**src/rtl/spike_aer_encoder_pkg.sv**
```systemverilog
// Shared types for the spike-to-AER encoder: output handshake states and the event record.
// Both record fields are sized for the largest legal configuration; narrower instances leave the upper bits zero.
package spike_aer_encoder_pkg;

    localparam int unsigned AER_ADDR_W_MAX = 3;
    localparam int unsigned AER_TS_W_MAX   = 32;

    typedef enum logic [1:0] {
        ST_IDLE     = 2'd0,
        ST_REQ      = 2'd1,
        ST_WAIT_LOW = 2'd2
    } aer_state_e;

    typedef struct packed {
        logic [AER_ADDR_W_MAX-1:0] addr;
        logic [AER_TS_W_MAX-1:0]   ts;
    } aer_event_t;

    // Index of the lowest set bit; returns 0 when no bit is set.
    function automatic logic [AER_ADDR_W_MAX-1:0] lowest_set(input logic [7:0] v);
        logic [AER_ADDR_W_MAX-1:0] idx;
        logic                      found;
        idx   = '0;
        found = 1'b0;
        for (int unsigned i = 0; i < 8; i++) begin
            if (v[i] && !found) begin
                idx   = AER_ADDR_W_MAX'(i);
                found = 1'b1;
            end
        end
        return idx;
    endfunction

endpackage

```
**src/rtl/aer_event_fifo.sv**
```systemverilog
// Event FIFO for the AER encoder: power-of-two depth, wrapping pointers.
// A push into a full FIFO is accepted when a pop happens on the same edge.
module aer_event_fifo
    import spike_aer_encoder_pkg::*;
#(
    parameter int unsigned DEPTH = 4
) (
    input  logic                     clk,
    input  logic                     rst_n,
    input  logic                     push_i,
    input  aer_event_t               data_i,
    input  logic                     pop_i,
    output aer_event_t               data_o,
    output logic                     full_o,
    output logic                     empty_o,
    output logic [$clog2(DEPTH):0]   count_o
);

    localparam int unsigned PW = $clog2(DEPTH);

    aer_event_t      mem_q [DEPTH];
    logic [PW-1:0]   wr_ptr_q, wr_ptr_d;
    logic [PW-1:0]   rd_ptr_q, rd_ptr_d;
    logic [PW:0]     count_q, count_d;
    logic            do_push;
    logic            do_pop;

    always_comb begin
        full_o   = (count_q == (PW+1)'(DEPTH));
        empty_o  = (count_q == '0);
        do_pop   = pop_i && !empty_o;
        do_push  = push_i && (!full_o || do_pop);
        wr_ptr_d = do_push ? wr_ptr_q + 1'b1 : wr_ptr_q;
        rd_ptr_d = do_pop  ? rd_ptr_q + 1'b1 : rd_ptr_q;
        count_d  = count_q;
        case ({do_push, do_pop})
            2'b10:   count_d = count_q + 1'b1;
            2'b01:   count_d = count_q - 1'b1;
            default: count_d = count_q;
        endcase
    end

    always_ff @(posedge clk) begin
        if (!rst_n) begin
            wr_ptr_q <= '0;
            rd_ptr_q <= '0;
            count_q  <= '0;
        end else begin
            wr_ptr_q <= wr_ptr_d;
            rd_ptr_q <= rd_ptr_d;
            count_q  <= count_d;
        end
    end

    always_ff @(posedge clk) begin
        if (do_push) begin
            mem_q[wr_ptr_q] <= data_i;
        end
    end

    assign data_o  = mem_q[rd_ptr_q];
    assign count_o = count_q;

    a_count_bound: assert property (@(posedge clk) disable iff (!rst_n)
        count_q <= (PW+1)'(DEPTH));

endmodule

```
**src/rtl/spike_aer_encoder.sv**
```systemverilog
// Spike-to-AER encoder: captures one-cycle spikes with a timestamp, arbitrates them
// lowest-channel-first into an event FIFO, and presents events on a 4-phase req/ack link.
module spike_aer_encoder
    import spike_aer_encoder_pkg::*;
#(
    parameter int unsigned N_CH  = 4,
    parameter int unsigned DEPTH = 4,
    parameter int unsigned TS_W  = 4
) (
    input  logic                       clk,
    input  logic                       rst_n,
    input  logic                       ena,
    input  logic [N_CH-1:0]            spike_in,
    output logic                       aer_req,
    input  logic                       aer_ack,
    output logic [$clog2(N_CH)-1:0]    aer_addr,
    output logic [TS_W-1:0]            aer_ts,
    output logic [$clog2(DEPTH):0]     fifo_count,
    output logic                       overflow
);

    localparam int unsigned AW = $clog2(N_CH);

    logic [TS_W-1:0]            ts_q, ts_d;
    logic [N_CH-1:0]            pending_q, pending_d;
    logic [TS_W-1:0]            stamp_q [N_CH];
    logic [TS_W-1:0]            stamp_d [N_CH];
    logic                       overflow_q, overflow_d;
    logic [AW-1:0]              addr_q, addr_d;
    logic [TS_W-1:0]            ts_out_q, ts_out_d;
    aer_state_e                 state_q, state_d;

    logic [AER_ADDR_W_MAX-1:0]  win_idx;
    logic [TS_W-1:0]            win_ts;
    logic [N_CH-1:0]            grant;
    logic                       fifo_push;
    logic                       fifo_pop;
    logic                       fifo_full;
    logic                       fifo_empty;
    logic                       head_load;
    aer_event_t                 push_evt;
    aer_event_t                 head_evt;
    logic                       unused_head;

    // Arbiter: at most one grant per cycle; a full FIFO still takes it when popping.
    always_comb begin
        win_idx   = lowest_set(8'(pending_q));
        fifo_push = ena && (|pending_q) && (!fifo_full || fifo_pop);
        grant     = '0;
        win_ts    = '0;
        for (int unsigned i = 0; i < N_CH; i++) begin
            if (fifo_push && (win_idx == AER_ADDR_W_MAX'(i))) begin
                grant[i] = 1'b1;
                win_ts   = stamp_q[i];
            end
        end
        push_evt.addr = win_idx;
        push_evt.ts   = AER_TS_W_MAX'(win_ts);
    end

    // A spike re-arms a channel only when its slot is free or being granted this cycle.
    always_comb begin
        ts_d       = ena ? ts_q + 1'b1 : ts_q;
        pending_d  = pending_q & ~grant;
        stamp_d    = stamp_q;
        overflow_d = overflow_q;
        for (int unsigned i = 0; i < N_CH; i++) begin
            if (ena && spike_in[i]) begin
                if (!pending_q[i] || grant[i]) begin
                    pending_d[i] = 1'b1;
                    stamp_d[i]   = ts_q;
                end else begin
                    overflow_d = 1'b1;
                end
            end
        end
    end

    always_ff @(posedge clk) begin
        if (!rst_n) begin
            ts_q       <= '0;
            pending_q  <= '0;
            overflow_q <= 1'b0;
            for (int unsigned i = 0; i < N_CH; i++) begin
                stamp_q[i] <= '0;
            end
        end else begin
            ts_q       <= ts_d;
            pending_q  <= pending_d;
            overflow_q <= overflow_d;
            stamp_q    <= stamp_d;
        end
    end

    aer_event_fifo #(
        .DEPTH (DEPTH)
    ) u_fifo (
        .clk     (clk),
        .rst_n   (rst_n),
        .push_i  (fifo_push),
        .data_i  (push_evt),
        .pop_i   (fifo_pop),
        .data_o  (head_evt),
        .full_o  (fifo_full),
        .empty_o (fifo_empty),
        .count_o (fifo_count)
    );

    always_ff @(posedge clk) begin
        if (!rst_n) begin
            state_q <= ST_IDLE;
        end else begin
            state_q <= state_d;
        end
    end

    always_comb begin
        state_d = state_q;
        if (ena) begin
            case (state_q)
                ST_IDLE:     if (!fifo_empty && !aer_ack) state_d = ST_REQ;
                ST_REQ:      if (aer_ack)                 state_d = ST_WAIT_LOW;
                ST_WAIT_LOW: if (!aer_ack)                state_d = ST_IDLE;
                default:                                  state_d = ST_IDLE;
            endcase
        end
    end

    // The head stays in the FIFO while presented and is popped on the acknowledge edge.
    always_comb begin
        aer_req   = (state_q == ST_REQ);
        fifo_pop  = ena && (state_q == ST_REQ) && aer_ack;
        head_load = ena && (state_q == ST_IDLE) && !fifo_empty && !aer_ack;
        addr_d    = head_load ? head_evt.addr[AW-1:0] : addr_q;
        ts_out_d  = head_load ? head_evt.ts[TS_W-1:0] : ts_out_q;
    end

    always_ff @(posedge clk) begin
        if (!rst_n) begin
            addr_q   <= '0;
            ts_out_q <= '0;
        end else begin
            addr_q   <= addr_d;
            ts_out_q <= ts_out_d;
        end
    end

    assign aer_addr    = addr_q;
    assign aer_ts      = ts_out_q;
    assign overflow    = overflow_q;
    assign unused_head = ^head_evt;

    a_event_stable: assert property (@(posedge clk) disable iff (!rst_n)
        (aer_req && !aer_ack) |=> ($stable(aer_addr) && $stable(aer_ts)));

endmodule

```
**config.mk**
```make
export PLATFORM = sky130hd
export DESIGN_NAME = spike_aer_encoder
export DESIGN_NICKNAME = d
export VERILOG_FILES = /design/src/rtl/spike_aer_encoder_pkg.sv /design/src/rtl/aer_event_fifo.sv /design/src/rtl/spike_aer_encoder.sv
export SDC_FILE = /design/constraint.sdc
export NUM_CORES = 1
export LEC_CHECK = 0
export CAP_MARGIN = 0
export CORE_ASPECT_RATIO = 0.7
export CORE_MARGIN = 5
export CORE_UTILIZATION = 52
export DETAILED_ROUTE_END_ITERATION = 7
export PLACE_DENSITY = 0.8
export SETUP_SLACK_MARGIN = 0.5
export SYNTH_ARGS = -nofsm -noshare
export SYNTH_HDL_FRONTEND = slang
export SYNTH_SLANG_ARGS = --single-unit
```
**constraint.sdc**
```tcl
create_clock -name clk -period 2.7 [get_ports clk]
set_input_delay 0.54 -clock clk [delete_from_list [all_inputs] [get_ports clk]]
set_output_delay 0.54 -clock clk [all_outputs]
set_load 0.05 [all_outputs]
```
==> run_results.csv <==
group,metric,value,unit
timing,fmax,439.6,MHz
setup_path,crit_path_end_kind,"register",
synth,synth_ff_type,"dfxtp_1",
clock_network,ctsRootBufferMaster,"clkbuf_8",
synth,ys.warnings.count,0,
timing,rsz0062_at_grt,"true",
synth,synth_top_family_by_area,"simple AND/OR/NAND/NOR gates",
synth,synth_mux_area_frac,0.1331,
global_routing,overflow,0,
place,port_buffers,18,
pwr,vdd_drop_max,0.3659,mV
drt,drc,0,
timing,finalHoldViolations,0,
pwr,power_switching,540.7,uW
place,dp_slack,-0.1695,ns
synth,seq_area_frac_synth,0.5395,
hold_path,hp-class,"reg -> reg",
pwr,switching_share,0.2559,
final_layout,nets,299,
clock_network,cts_tree,"yes",
floorplan,dieWidth,98.02,um
synth,synth_top_area_frac,0.2839,
final_layout,drive_gt1_frac,0.2145,
synth,synthTopCellsByCount,"40 x dfxtp_1, 34 x nor2_1, 24 x edfxtp_1, 24 x mux2i_1, 23 x nand2_1",
final_layout,syn_to_final_growth,21.38,%
synth,post-synth-top-area-cell,"dfxtp_1",
synth,syn_area,0.002820,mm2
place,gp_congestion,0.8606,
drt,routed_wl,5.782,mm
timing,finalMaxSlewViolations,0,
timing,finalSetupViolations,0,
setup_path,rrSetupSlack,0.43,ns
synth,synthTopCellsByArea,"dfxtp_1 28%, edfxtp_1 26%, mux2i_1 8.5%",
drt,firstDrtPassIters,4,
synth,synth-simple-area-share,0.1469,
setup_path,start_kind,"register",
drt,vias,1980,
setup_path,critPathMaxFanout,6,
place,place_hpwl,4.059,mm
synth,synth_xor_area_frac,0.02484,
clock_network,insertion_delay,0.34,ns
timing,period_share,0.8425,
floorplan,start_util,0.5364,
place,placed_area,0.003174,mm2
synth,avgSynthCellArea,11.46,um2
timing,worstMarginPinSlew,0.5255,ns
drt,ant_nets,0,
clock_network,clk_pin_slew,0.07,ns
floorplan,ioPinCount,19,
synth,synth_compound_area_frac,0.09760,
timing,finClkSkew,0.005989,ns
synth,synthArstFlopShare,0,
clock_network,cts_made_buffers,9,
pwr,sequentialPowerShare,0.508,
synth,yosysMostFrequentCell,"dfxtp_1",
floorplan,die-area,0.007020,mm2
setup_path,worstPathArrival,2.55,ns
setup_path,path_class,"reg -> reg",
floorplan,num_rows,22,
pwr,pwr-share-clk,0.365,
pwr,combPwrFrac,0.127,
drt,initialDrtViolationCount,142,
synth,synth-seq-cells,64,
pwr,power_leakage,1.242,nW
flow_run,cap_violations,0,
pwr,p_int,1.572,mW
final_layout,utilization,0.6511,
global_routing,grt_max_degree,28,
synth,synth_edf_count,24,
drt,via_per_inst,5.485,
global_routing,grt_pass1_vias,1876,
floorplan,core-area,0.005258,mm2
synth,synthAdderAreaFrac,0.03372,
timing,postLayoutSetupSlackWorst,0.4251,ns
drt,avgRoutedWirePerCell,16.02,um
synth,synth_cell_types,40,
global_routing,grt_pass1_wl,9.404,mm
global_routing,antenna_found_initial,0,
timing,slew-limit-headroom,0.6490,
synth,syn_nets,261,
floorplan,die_h,71.62,um
clock_network,cts_max_level,3,
synth,synthCells,246,
setup_path,cp.required,2.97,ns
global_routing,grt_util_all_layers,0.1737,
clock_network,cts.sinks,64,
timing,whs,0.4633,ns
timing,fin_crit,2.275,ns
pwr,p_per_area,617.2,mW/mm2
final_layout,antenna_cells,0,
final_layout,final_area,0.003423,mm2
clock_network,clockBufferDepth,2,
run_status,status,"finished clean",
==> routing by layer <==
layer  GRT usage  wire length, um  vias up
li1            -                -      966
met1      0.2370             2733      954
met2      0.2579             2654       55
met3     0.06128              350        5
met4     0.06144               44        0
met5           0                0        -
==> sequential cells by signal, indices dropped and copies added (netlist names) <==
signal / count
stamp_q: 16
u_fifo.wr_ptr_q: 2
u_fifo.rd_ptr_q: 2
state_q: 2
u_fifo.mem_q: 24
ts_q: 4
u_fifo.count_o: 3
aer_ts: 4
pending_q: 4
aer_addr: 2
overflow: 1
==> stage by stage <==
| step | cells | power, mW | setup TNS [ns] |
|---|---|---|---|
| 2_1_floorplan | 246 | 1.262 | 0 |
| 3_3_place_gp | 341 | 1.339 | -0.08047 |
| 3_5_place_dp | 341 | 1.349 | -0.2352 |
| 4_1_cts | 358 | 2.123 | 0 |
| 5_1_grt | 361 | 2.196 | 0 |
| 6_report | 361 | 2.113 | 0 |
==> cells by family after synthesis <==
group	after synthesis
compound gates	37
xor+xnor	8
fa+ha+maj	7
buf+inv	18
flops	64
mux	30
simple gates	82
==> cell type report <==
cell class / instances / area, um2
fillers: 414 / 1834
repair buffers: 36 / 312.8
multi-input cells: 164 / 1264
clock inverters: 6 / 60.06
inverters: 9 / 33.78
clock buffers: 10 / 127.6
well taps: 72 / 90.09
flip-flops and latches: 64 / 1535
==> cell usage in the layout (no fill, tap or decap), types with 2 or more instances in the layout <==
cell type,count
nand2_1,23
nor3_1,3
inv_1,7
clkinvlp_4,2
a21oi_2,4
xnor2_1,4
nand4_1,3
dlygate4sd2_1,2
nor2_1,34
dfxtp_2,2
o21ai_1,2
o21ai_0,10
o31ai_1,2
buf_4,18
a21oi_1,9
mux2i_1,24
clkinv_2,3
a31oi_1,2
xor2_1,4
ha_1,5
nor3b_1,2
clkdlybuf4s50_1,15
dfxtp_4,3
nand3_1,4
a2111oi_2,2
a2111oi_4,2
clkbuf_8,9
mux4_2,6
and3_1,4
dfxtp_1,35
edfxtp_1,24
==> worst max-delay path, stage by stage, from the launching register on <==
cell	delay, ns
dfxtp_4	0.36
or4_4	0.56
o211ai_4	0.10
ha_2	0.22
inv_2	0.04
fa_2	0.35
xor2_1	0.15
or3_1	0.32
a21oi_2	0.11
==> timing repair <==
item / 4_1_cts / 5_1_grt
buffers inserted: 1 / 3
resized for setup: 3 / 7
setup endpoints to repair: 43 / 9
endpoints found under the hold margin: 0 / 0
hold buffers: 0 / 0
pin swaps: 1 / 3
gates cloned: 0 / 0
==> path summary, 6_finish.rpt <==
path	start	end	cells past startpoint
min reg2reg	stamp_q[10]	stamp_q[10]	2
max	pending_q[1]	u_fifo.count_o[2]	8
min	stamp_q[10]	stamp_q[10]	2
max reg2reg	pending_q[1]	u_fifo.count_o[2]	8
==> power groups by stage <==
stage	Clock (mW)	Combinational [mW]	Sequential, mW
finish	0.772	0.267	1.07
global route	0.826	0.293	1.08
CTS	0.793	0.256	1.07
detailed placement	0	0.254	1.09
global placement	0	0.247	1.09
floorplan	0	0.150	1.11
(Power assumes the default switching activity.)
